===== src/rtl/sofa_plus_scan_pkg.sv =====
// sofa_plus_scan_pkg: shared state encoding, default sizes and width helper for the scan loader.
package sofa_plus_scan_pkg;
  typedef enum logic [1:0] {IDLE, SHIFT, DONE} state_e;
  localparam int WORD_W_DEF = 8;
  localparam int CHAIN_LEN_DEF = 20;
  function automatic int cnt_w(input int n);
    return (n < 2) ? 1 : $clog2(n);
  endfunction
endpackage


===== src/rtl/sofa_plus_scan_sipo.sv =====
// sofa_plus_scan_sipo: collects chain-tail bits LSB-first into readback words; flush emits a short final word.
module sofa_plus_scan_sipo
  import sofa_plus_scan_pkg::*;
#(
  parameter int WORD_W = WORD_W_DEF
) (
  input  logic              C,
  input  logic              R,
  input  logic              clr,
  input  logic              sample,
  input  logic              din,
  input  logic              flush,
  output logic              rb_valid,
  output logic [WORD_W-1:0] rb_data
);
  localparam int IW = cnt_w(WORD_W);
  logic [WORD_W-1:0] col_q, col_d, rb_data_q, rb_data_d, word;
  logic [IW-1:0] n_q, n_d;
  logic rb_valid_q, rb_valid_d, emit;
  always_comb begin
    word = col_q;
    word[n_q] = din;
    emit = sample && (flush || n_q == IW'(WORD_W - 1));
    col_d = (clr || emit) ? '0 : sample ? word : col_q;
    n_d = (clr || emit) ? '0 : sample ? n_q + IW'(1) : n_q;
    rb_valid_d = emit;
    rb_data_d = emit ? word : rb_data_q;
  end
  always_ff @(posedge C) begin
    if (!R) begin
      col_q <= '0;
      n_q <= '0;
      rb_valid_q <= 1'b0;
      rb_data_q <= '0;
    end else begin
      col_q <= col_d;
      n_q <= n_d;
      rb_valid_q <= rb_valid_d;
      rb_data_q <= rb_data_d;
    end
  end
  assign rb_valid = rb_valid_q;
  assign rb_data = rb_data_q;
endmodule


===== src/rtl/sofa_plus_scan_loader.sv =====
// sofa_plus_scan_loader: streams configuration words LSB-first into the scan chain and collects the bits
// falling out of the tail as readback words.
module sofa_plus_scan_loader
  import sofa_plus_scan_pkg::*;
#(
  parameter int WORD_W    = WORD_W_DEF,
  parameter int CHAIN_LEN = CHAIN_LEN_DEF,
  parameter int CNT_W     = cnt_w(CHAIN_LEN + 1)
) (
  input  logic              C,
  input  logic              R,
  input  logic              start,
  input  logic              in_valid,
  input  logic [WORD_W-1:0] in_data,
  output logic              in_ready,
  output logic              scan_di,
  output logic              scan_en,
  output logic              shift_en,
  input  logic              scan_do,
  output logic              rb_valid,
  output logic [WORD_W-1:0] rb_data,
  output logic              busy,
  output logic              done
);
  localparam int IW = cnt_w(WORD_W);
  state_e state_q, state_d;
  logic [WORD_W-1:0] buf_q, buf_d;
  logic [IW-1:0] idx_q, idx_d;
  logic [CNT_W-1:0] cnt_q, cnt_d;
  logic full_q, full_d, scan_di_q, scan_di_d, shift_en_q, shift_en_d;
  logic go, last_shift, last_bit, accept;
  // shift_en_q doubles as "a buffered bit shifts this cycle"; it is exactly SHIFT && buffer full
  always_comb begin
    go = state_q == IDLE && start;
    last_bit = idx_q == IW'(WORD_W - 1);
    last_shift = shift_en_q && cnt_q == CNT_W'(CHAIN_LEN - 1);
    in_ready = state_q == SHIFT && (!full_q || last_bit);
    accept = in_ready && in_valid;
    state_d = go ? SHIFT : last_shift ? DONE : (state_q == DONE) ? IDLE : state_q;
    cnt_d = go ? '0 : shift_en_q ? cnt_q + CNT_W'(1) : cnt_q;
    buf_d = accept ? in_data : buf_q;
    idx_d = (go || accept) ? '0 : shift_en_q ? idx_q + IW'(1) : idx_q;
    full_d = (go || last_shift) ? 1'b0 : accept ? 1'b1 : (shift_en_q && last_bit) ? 1'b0 : full_q;
    shift_en_d = state_d == SHIFT && full_d;
    scan_di_d = shift_en_d ? buf_d[idx_d] : scan_di_q;
  end
  always_ff @(posedge C) begin
    if (!R) begin
      state_q <= IDLE;
      buf_q <= '0;
      idx_q <= '0;
      cnt_q <= '0;
      full_q <= 1'b0;
      scan_di_q <= 1'b0;
      shift_en_q <= 1'b0;
    end else begin
      state_q <= state_d;
      buf_q <= buf_d;
      idx_q <= idx_d;
      cnt_q <= cnt_d;
      full_q <= full_d;
      scan_di_q <= scan_di_d;
      shift_en_q <= shift_en_d;
    end
  end
  sofa_plus_scan_sipo #(.WORD_W(WORD_W)) u_sipo (
    .C        (C),
    .R        (R),
    .clr      (go),
    .sample   (shift_en_q),
    .din      (scan_do),
    .flush    (last_shift),
    .rb_valid (rb_valid),
    .rb_data  (rb_data)
  );
  assign scan_di = scan_di_q;
  assign shift_en = shift_en_q;
  assign scan_en = state_q != IDLE;
  assign busy = state_q != IDLE;
  assign done = state_q == DONE;
endmodule

===== config.mk =====
export PLATFORM = sky130hd
export DESIGN_NAME = sofa_plus_scan_loader
export DESIGN_NICKNAME = d
export VERILOG_FILES = /design/src/rtl/sofa_plus_scan_pkg.sv /design/src/rtl/sofa_plus_scan_sipo.sv /design/src/rtl/sofa_plus_scan_loader.sv
export SDC_FILE = /design/constraint.sdc
export NUM_CORES = 1
export LEC_CHECK = 0
export CORE_UTILIZATION = 48
export CTS_CLUSTER_SIZE = 24
export DETAILED_ROUTE_END_ITERATION = 8
export PLACE_DENSITY = 0.74
export SLEW_MARGIN = 20
export SYNTH_ARGS = -nofsm -noshare
export SYNTH_HDL_FRONTEND = slang
export SYNTH_SLANG_ARGS = --single-unit

===== constraint.sdc =====
create_clock -name C -period 2.2 [get_ports C]
set_clock_uncertainty 0.05 [all_clocks]
set_input_delay 0.33 -clock C [delete_from_list [all_inputs] [get_ports C]]
set_output_delay 0.33 -clock C [all_outputs]
set_load 0.02 [all_outputs]

# After elaboration in Yosys (flattened, before gate mapping)
# Index checks and enable logic that the tools add are counted.
# W data, S select, Z words.
op_classes:
  n_lt_le_gt_ge: 3
  add_sub_neg: 3
  muxes: 14
  n_bitwise: 1
  reduce_logical: 18
  eq_ne: 6
op_table:
  columns: ["cell", "count"]
  rows:
  - ["$bwmux W8", 1]
  - ["$logic_and A1 B1 Y1", 8]
  - ["$lt A3 B4 Y1 const B", 2]
  - ["$mux W8", 1]
  - ["$add A3 B1 Y3 const B", 2]
  - ["$eq A3 B3 Y1 const B", 2]
  - ["$mux W2", 3]
  - ["$mux W3", 2]
  - ["$add A5 B1 Y5 const B", 1]
  - ["$eq A5 B5 Y1 const B", 1]
  - ["$logic_or A1 B1 Y1", 5]
  - ["$mux W1", 5]
  - ["$eq A2 B1 Y1 const B", 2]
  - ["$reduce_or A2 Y1", 2]
  - ["$bmux W1 S3", 1]
  - ["$demux W1 S3", 1]
  - ["$ge A3 B1 Y1 const B", 1]
  - ["$eq A2 B2 Y1 const B", 1]
  - ["$logic_not A2 Y1", 1]
  - ["$reduce_bool A2 Y1", 1]
  - ["$logic_not A1 Y1", 1]
  - ["$not A1 Y1", 1]
word_totals:
  reg_bits: 41
  output_inout_bits: 15
  wordCells: 56
  inputBits: 13

# Depth between registers and ports, before layout
logic_depth:
  word_depth: 8
  mapped_depth: 8

# By module
# Synthesis repeated with hierarchy kept, for this count alone.
hier_totals:
  cells_unflattened: 198
  hier_area_um2: 2048.2
by_module_without_submodules:
  columns: ["module", "instances", "area_per_inst_um2", "cells_each", "seq_area_each_um2"]
  rows:
  - ["sofa_plus_scan_loader", 1, 1081.0, 110, 420.4]
  - ["sofa_plus_scan_sipo", 1, 967.2, 88, 400.4]

# Worst setup path after synthesis
# OpenSTA, ideal clock, no wires.
synth_timing:
  kind: "flip-flop to flip-flop"
  from: "register idx_q[1]"
  to: "register scan_di_q, in the netlist scan_di"
  setup_ps: 116
  stages_incl_launch_ff: 9
  t_arrival_ps: 2044
  setup_slack_ps: -9
  cell_sequence: "dfxtp_1 > ha_1 > ha_1 > and2b_4 > or3_1 > buf_6 > a221o_1 > a211o_1 > a31o_1"
synth_via:
  elab_chain_cells: 8
synth_lines:
  columns: ["element", "line", "source"]
  rows:
  - ["start, declared", "sofa_plus_scan_loader.sv:28", "logic [IW-1:0] idx_q, idx_d;"]
  - ["start signal, assigned", "sofa_plus_scan_loader.sv:59", "idx_q <= idx_d;"]
  - ["branches (longest 8 deep; another with $add A3 B1 Y3)", null, null]
  - ["end signal, assigned", "sofa_plus_scan_loader.sv:62", "scan_di_q <= scan_di_d;"]
  - ["end, declared", "sofa_plus_scan_loader.sv:30", "logic full_q, full_d, scan_di_q, scan_di_d, shift_en_q, shift_en_d;"]
# Several ways; the timed one is not identified. The select of a mux whose other input is x is not followed.
# A chain may end at the register's enable or synchronous reset.

# Worst setup path after layout
# Ends and elaborated chain as after synthesis.

==> reports/metrics.cfg <==
[clocking]
cts_buffers=5
cts_max_level=2
ctsLongestPathBuffers=2
clk_pin_slew_ns=0.08
hold_buffers=0
clkLatencyLatePin_ns=0.29
cts_tree=built
clockRootBuffer=clkbuf_8
cts.sinks=41

[cells_and_area]
postLayoutCellArea_um2=2444
insertedDiodeCount=0
area_growth_syn_to_layout_pct=23.92
fillers=337
drive_gt1_frac=0.1197
fin_nets=277

[synth]
synth_area_leaders=dfxtp_1 42%, mux2i_1 12%, nor2_1 8.6%, nand2_1 3.2%, ha_1 3.2%
ys_ff_latch=41
async_reset_ff_frac=0
syn_area_um2=1972
synth_commonest_cells=45 x nor2_1, 41 x dfxtp_1, 24 x mux2i_1
ys.flop_type=dfxtp_1
synth-edff-count=0
ys_seq_area_frac=0.4162
yosys.cell_types.count=47
syn_inst=226
yosysMostFrequentCell=nor2_1
synth.avg_cell_area_um2=8.725
synth.top_cell.area_share=0.4162
yosysWarnings=0
synth_nets=244
synth_top_cell_by_area=dfxtp_1

[grt]
grt_pass1_vias=1497
antenna_found_initial=0
grt_max_degree=20
grt_pass1_wl_um=6768
track_usage=0.2042
grt_overflow=0

[timing]
hold-worst-slack_ns=0.4277
fin_crit_sh=0.9749
min_period_ns=2.145
max-slew-margin-rel=0.6412
setup_viol=0
slew_violations=0
hold_viol_final=0
worst_pin_slew_ns=0.5366
max_clock_freq_mhz=466.3
setup_ws_ns=0.05531
fin_tns_setup_ns=0

[routing]
antenna_left=0
met3WireLength_um=134
routed_wl_um=4020
drt_iter0_drc=92
top_layer_used=met4
wire_per_inst_um=13.09
dr.pass1.iters=4
drc_errors=0
vias_per_cell=5.313
wl_met2_um=1882
vias=1631
met1_length_um=1945

[power_and_ir_drop]
max-vdd-ir-drop_uv=364.0
powerDensity_nw_per_um2=571.6
p_leak_nw=0.9413

[critical_path]
slowest_delay_ns=0.36
end_kind=register
crit_buf_inv=0
crit_slowest_cell=or3_4
critPathArrivalTime_ns=2.28
crit_type=reg2reg
path_max_fanout=4
cp_top_family=compound AO/OA/AOI/OAI gates
cp_cell_sequence=ha_2 > ha_4 > and2b_4 > or3_4 > a221o_1 > a211o_1 > a31o_1
cp.required_ns=2.33
startpoint_type=register

[run_status]
status=complete, no violations

[placed_design]
dp_slack_ns=-0.02222
globalplace.congestion=0.8039
port_buffers=27
dpl_cell_area_um2=2330
hpwl_um=2835

[die]
core-area_um2=3799
die_h_um=66.10
fp.dieW_um=66.10
die_area_um2=4369
initial_core_util=0.5191
boundaryPins=28
rows=22

[run]
cap_violations=0

[hold_path]
holdCritPathClass=reg2reg

[cells by family (layout without fill, tap and decap cells)]
logic type,count (synthesis),count (layout),share of synthesized area
AOI/OAI and AO/OA,31,31,0.1161
DFF,41,41,0.4162
muxes,24,24,0.1218
buffers and inverters,19,52,0.04379
and+or+nand+nor,100,100,0.2437
adders and majority gates,5,5,0.03173
xor gates and xnor gates,6,6,0.02665
[tightest hold or removal path: cells and delay by family, from the launching register on]
kind | cells | cell delay (ns)
AOI/OAI and AO/OA | 2 | 0.13
DFF | 1 | 0.31
[layout make-up]
class	count	area [um2]	area share
Sequential cell	41	823.3	0.3369
Clock buffer	7	86.33	0.03533
Inverter	4	15.01	0.006144
Tap cell	48	60.06	0.02458
Timing Repair Buffer	41	374.1	0.1531
Multi-Input combinational cell	166	1085	0.4439
[flip-flops by register name, indices dropped and copies added, names as in the netlist]
signal,cells
buf_q,8
u_sipo.col_q,8
u_sipo.rb_data,8
cnt_q,5
idx_q,3
u_sipo.n_q,3
state_q,2
full_q,1
scan_di,1
shift_en,1
u_sipo.rb_valid,1
[layer usage]
metal,vias to the layer above,track usage
met5,-,0
met4,0,0.07181
met3,7,0.06379
met2,24,0.3444
met1,747,0.2423
li1,853,-
[repair_timing]
item	in CTS	in global routing
buffers inserted	0	1
endpoints found under the setup margin	1	1
pin swaps	0	0
gates resized for setup	1	5
[power breakdown]
part | internal [mW] | switching (mW)
Sequential | 0.753 | 0.0130
Clock | 0.249 | 0.237
Combinational | 0.0736 | 0.0707
Total | 1.08 | 0.321
[metrics by stage]
step | power, mW | utilization | cells
after floorplan | 0.8662 | - | 226
after global placement | 0.9265 | 0.6133 | 299
after detailed placement | 0.9272 | 0.6133 | 299
after CTS | 1.410 | 0.6357 | 306
after global routing | 1.465 | 0.6433 | 307
final | 1.397 | 0.6433 | 307
[worst paths after layout]
check / slack, ns / end / from / cells after the start
setup / recovery: 0.06 / scan_di$_SDFFE_PN0P_ / idx_q[1]$_SDFF_PN0_ / 7
setup reg to reg: 0.06 / scan_di$_SDFFE_PN0P_ / idx_q[1]$_SDFF_PN0_ / 7
hold reg to reg: 0.43 / u_sipo.col_q[3]$_SDFFE_PP0P_ / u_sipo.col_q[3]$_SDFFE_PP0P_ / 2
hold / removal: 0.43 / u_sipo.col_q[3]$_SDFFE_PP0P_ / u_sipo.col_q[3]$_SDFFE_PP0P_ / 2
[cells in the final DEF, fill, tap and decap left out, drive strengths merged, types with 5 or more instances in the layout]
master,n
nor2,45
dfxtp,41
clkdlybuf4s50,26
mux2i,24
nand2,17
buf,14
nand3,9
nand2b,7
clkbuf,7
a311oi,5
ha,5
(Power assumes the default switching activity.)
